`src/rtl/sipo_frame_receiver.sv`:
```
// Serial-in, parallel-out frame receiver: assembles WIDTH-bit words aligned by frame_start and
// presents them through a one-entry valid/ready buffer with sticky overrun and framing-error pulse.
module sipo_frame_receiver #(
    parameter int unsigned WIDTH     = 4,
    parameter bit          MSB_FIRST = 1'b1
) (
    input  logic             clock,
    input  logic             reset,
    input  logic             serial_in,
    input  logic             shift,
    input  logic             frame_start,
    input  logic             out_ready,
    input  logic             overrun_clr,
    output logic [WIDTH-1:0] parallel_out,
    output logic             out_valid,
    output logic             overrun,
    output logic             frame_error,
    output logic             busy
);

    localparam int unsigned CntW = $clog2(WIDTH);
    localparam logic [CntW-1:0] CntLast = CntW'(WIDTH - 1);
    localparam logic [CntW-1:0] CntOne = CntW'(1);

    typedef enum logic [0:0] {StIdle, StRecv} state_e;

    state_e           state_q, state_d;
    logic [CntW-1:0]  cnt_q, cnt_d;
    logic [WIDTH-1:0] shreg_q, shreg_d;
    logic [WIDTH-1:0] pout_q, pout_d;
    logic             valid_q, valid_d;
    logic             overrun_q, overrun_d;
    logic             ferr_q, ferr_d;

    logic [WIDTH-1:0] shift_base;
    logic [WIDTH-1:0] shifted;
    logic             complete;

    always_comb begin
        state_d   = state_q;
        cnt_d     = cnt_q;
        shreg_d   = shreg_q;
        pout_d    = pout_q;
        valid_d   = valid_q;
        overrun_d = overrun_q & ~overrun_clr;
        ferr_d    = 1'b0;
        complete  = 1'b0;

        // A frame_start bit always begins from an empty register so no stale bits survive.
        shift_base = frame_start ? '0 : shreg_q;
        if (MSB_FIRST) begin
            shifted = {shift_base[WIDTH-2:0], serial_in};
        end else begin
            shifted = {serial_in, shift_base[WIDTH-1:1]};
        end

        unique case (state_q)
            StIdle: begin
                if (shift && frame_start) begin
                    shreg_d = shifted;
                    cnt_d   = CntOne;
                    state_d = StRecv;
                end
            end
            StRecv: begin
                if (shift) begin
                    shreg_d = shifted;
                    if (frame_start) begin
                        ferr_d = 1'b1;
                        cnt_d  = CntOne;
                    end else if (cnt_q == CntLast) begin
                        complete = 1'b1;
                        cnt_d    = '0;
                        state_d  = StIdle;
                    end else begin
                        cnt_d = cnt_q + 1'b1;
                    end
                end
            end
            default: state_d = StIdle;
        endcase

        // A drain in the same cycle frees the buffer for the new word.
        if (complete) begin
            if (!valid_q || out_ready) begin
                pout_d  = shifted;
                valid_d = 1'b1;
            end else begin
                overrun_d = 1'b1;
            end
        end else if (valid_q && out_ready) begin
            valid_d = 1'b0;
        end
    end

    always_ff @(posedge clock) begin
        if (reset) begin
            state_q   <= StIdle;
            cnt_q     <= '0;
            shreg_q   <= '0;
            pout_q    <= '0;
            valid_q   <= 1'b0;
            overrun_q <= 1'b0;
            ferr_q    <= 1'b0;
        end else begin
            state_q   <= state_d;
            cnt_q     <= cnt_d;
            shreg_q   <= shreg_d;
            pout_q    <= pout_d;
            valid_q   <= valid_d;
            overrun_q <= overrun_d;
            ferr_q    <= ferr_d;
        end
    end

    assign parallel_out = pout_q;
    assign out_valid    = valid_q;
    assign overrun      = overrun_q;
    assign frame_error  = ferr_q;
    assign busy         = (state_q == StRecv);

endmodule
```
`config.mk`:
```
export PLATFORM = sky130hd
export DESIGN_NAME = sipo_frame_receiver
export DESIGN_NICKNAME = d
export VERILOG_FILES = /design/src/rtl/sipo_frame_receiver.sv
export SDC_FILE = /design/constraint.sdc
export NUM_CORES = 1
export LEC_CHECK = 0
export CAP_MARGIN = 20
export CELL_PAD_IN_SITES_DETAIL_PLACEMENT = 2
export CELL_PAD_IN_SITES_GLOBAL_PLACEMENT = 2
export CORE_MARGIN = 2
export CORE_UTILIZATION = 28
export CTS_BUF_LIST = sky130_fd_sc_hd__clkbuf_16
export DETAILED_ROUTE_END_ITERATION = 6
export PLACE_DENSITY_LB_ADDON = 0.3
export SLEW_MARGIN = 10
export SYNTH_ARGS = -nofsm -noshare
export SYNTH_HDL_FRONTEND = slang
export SYNTH_SLANG_ARGS = --single-unit
```
`constraint.sdc`:
```
create_clock -name clock -period 2.05 [get_ports clock]
set_input_delay 0.41 -clock clock [delete_from_list [all_inputs] [get_ports clock]]
set_output_delay 0.41 -clock clock [all_outputs]
set_load 0.02 [all_outputs]
```
==> results.tsv <==
stage	metric	value	unit
outcome	status	finished, final reports clean	
layout	P&R area growth vs syn	47.47	%
synth	ranking of synthesized cells by instance count	dfxtp_1 (13), a21oi_1 (7), nor2_1 (6), o21ai_0 (5)	
layout	fin nets	80	
critical_path	CP Class	reg2out	
clock_network	Root Buffer	clkbuf_16	
layout	layout cells sized above 1	0.09859	
critical_path	critical path's slowest cell	clkdlybuf4s50_1	
routing	drt via density	4.896	
layout	Seq. cell area	260.3	sq um
placement	routability cong.	0.7077	
timing	RSZ-0062 raised after global routing	false	
critical_path	buffer and inverter count on the worst path	1	
floorplan	area of the die	2215	sq um
routing	# DRC	0	
critical_path	Req. time, crit path	1.64	ns
floorplan	initial core utilization	0.3007	
critical_path	Worst Setup SP	busy	
timing	Setup Viol. Count Final	0	
critical_path	crit-path cells	clkdlybuf4s50_1	
synth	Mapped Area	519.2	sq um
synth	Post-synth top flop	dfxtp_1	
critical_path	crit-path leading delay family	buffers and inverters	
clock_network	post_cts resized	0	
timing	Final Hold Fails	0	
power	maximum vdd ir drop	0.0004129	V
clock_network	postcts setup bufs	0	
critical_path	CP Launch Type	flip-flop	
clock_network	worst skew pair latency	0.24	ns
synth	area share of the largest cell type after synthesis	0.5012	
synth	post-synth cell types	17	
timing	Final Cycle Share	0.8743	
job	maxcap violations	0	
routing	First-pass DRT Iterations	3	
synth	number of flops mapped to enable cells by yosys	0	
synth	top cell type by total area after synthesis	dfxtp_1	
critical_path	Setup crit end kind	primary output	
timing	relative slew slack	0.6926	
routing	WL/cell	15.33	um
critical_path	Largest stage delay, worst path	0.67	ns
synth	Post-Syn Instances	54	
grt	pin count of the biggest net entering global routing	14	
synth	Area contributors post-synth	dfxtp_1 (50%), a21oi_1 (6.7%), nand4b_1 (6.7%)	
floorplan	die height	47.07	um
floorplan	FP Rows	15	
grt	All-Layer GR Usage	0.1563	
clock_network	clk sinks	13	
synth	Seq/Total Area, Yosys	0.5012	
synth	Synth Warn #	0	
timing	Slew @ Worst Pin	0.4597	ns
grt	met1 GRT Util	0.1846	
timing	Fin Setup TNS	0	ns
grt	first-pass GRT wire length	2311	um
clock_network	CTS HTree Levels	1	
grt	GRT met3 Usage	0.03462	
critical_path	CP max FO	8	
power	Pwr Density	863.4	nW/um^2
floorplan	total core area	1727	sq um
clock_network	CTS tree	done	
grt	busiest grt layer	met2	
synth	#FFs+latches synth	13	
timing	final clock skew	0.001003	ns
routing	Initial DRC Count	3	
timing	fin crit period	1.792	ns
clock_network	CTS Hold Buffers Added	0	
synth	top-count cell post-synth	dfxtp_1	
floorplan	I/O pins	15	
synth	Avg Cell Area, Syn	9.616	sq um
hold_path	Hold/Removal Path Class	reg2reg	
synth	ys async rst share	0	
grt	vias in the first global route	492	
routing	drt total wl	1472	um
critical_path	WP data arrival	1.38	ns
critical_path	Reg-to-Reg Start	cnt_q[0]	
clock_network	maximum root-to-sink buffer count	2	
timing	Slew Viols, Final	0	
clock_network	Num CTS Buffers	3	
layout	fillcell total	195	
grt	Overflow after GRT	0	
timing	hold slack	0.4962	ns
grt	grt met2 use	0.2630	
floorplan	DIE WIDTH	47.07	um
placement	hpwl dp	1048	um
routing	DR vias	470	
hold_path	Hold Startpoint	parallel_out[3]	
timing	Fmax	557.9	MHz
power	Pleak	0.2714	nW
synth	synthesized netlist net count	62	
layout	diodes inserted	0	
layout	area taken by multi-input logic gates	255.2	sq um
grt	initial antenna violation count	0	
placement	PortBufs	14	
clock_network	register clock-pin slew on the reported worst setup and hold paths	0.04	ns
routing	final antenna-violating net count	0	
[cell type report]
type | instances | area share
flip-flops and latches | 13 | 0.3399
multi-input cells | 40 | 0.3333
well taps | 25 | 0.04085
repair buffers | 14 | 0.1830
clock inverters | 1 | 0.004902
clock buffers | 3 | 0.09804
[cell families after synthesis]
family / synth area share
AO/OA/AOI/OAI: 0.1904
flip-flops: 0.5012
adder cells (fa/ha/maj): 0.02409
buffers and inverters: 0.007222
multiplexers: 0.01928
AND/OR/NAND/NOR: 0.2578
[worst paths after layout]
path,endpoint,slack (ns),cells after the start
setup / recovery,busy,0.26,1
hold / removal,parallel_out[3],0.50,2
setup reg to reg,parallel_out[1],0.68,4
hold reg to reg,parallel_out[3],0.50,2
[placed cells by master (no fill, tap or decap), drive strengths merged]
| master | synthesis | final |
|---|---|---|
| clkdlybuf4s50 | 0 | 14 |
| dfxtp | 13 | 13 |
| a21oi | 7 | 7 |
| nor2 | 6 | 6 |
| o21ai | 6 | 6 |
| nand4b | 4 | 4 |
| a22oi | 4 | 4 |
| nand2 | 3 | 3 |
| clkbuf | 1 | 3 |
| nor2b | 2 | 2 |
| nor3b | 2 | 2 |
| or2b | 1 | 1 |
| and4b | 1 | 1 |
| and3b | 1 | 1 |
| nand3 | 1 | 1 |
| mux2i | 1 | 1 |
| ha | 1 | 1 |
| inv | 0 | 1 |
[where the power goes]
| part | internal (mW) | total, mW | switching (mW) |
|---|---|---|---|
| Combinational | 0.0211 | 0.0403 | 0.0192 |
| Clock | 0.256 | 0.356 | 0.0997 |
| Sequential | 0.258 | 0.265 | 0.00620 |
| Total | 0.536 | 0.661 | 0.125 |
[registers in the layout, indices dropped and copies added (netlist names)]
signal	count
overrun	1
parallel_out	4
out_valid	1
cnt_q	2
shreg_q	3
busy	1
frame_error	1
[metal layers]
layer	vias to the layer above	share of wire
met1	224	0.44
met2	10	0.51
li1	232	-
met5	-	0
met3	4	0.032
met4	0	0.013
[per-stage QoR]
step | total power [mW] | instance area (sq um) | setup slack [ns] | util | cells
finish | 0.6611 | 765.7 | 0.2576 | 0.4435 | 96
global route | 0.6881 | 765.7 | 0.2255 | 0.4435 | 96
CTS | 0.6718 | 765.7 | 0.2530 | 0.4435 | 96
detailed placement | 0.3089 | 686.9 | 0.2905 | 0.3978 | 92
global placement | 0.3069 | 686.9 | 0.3427 | 0.3978 | 92
floorplan | 0.2841 | 519.2 | 0.9430 | - | 54
(Power assumes the default switching activity.)
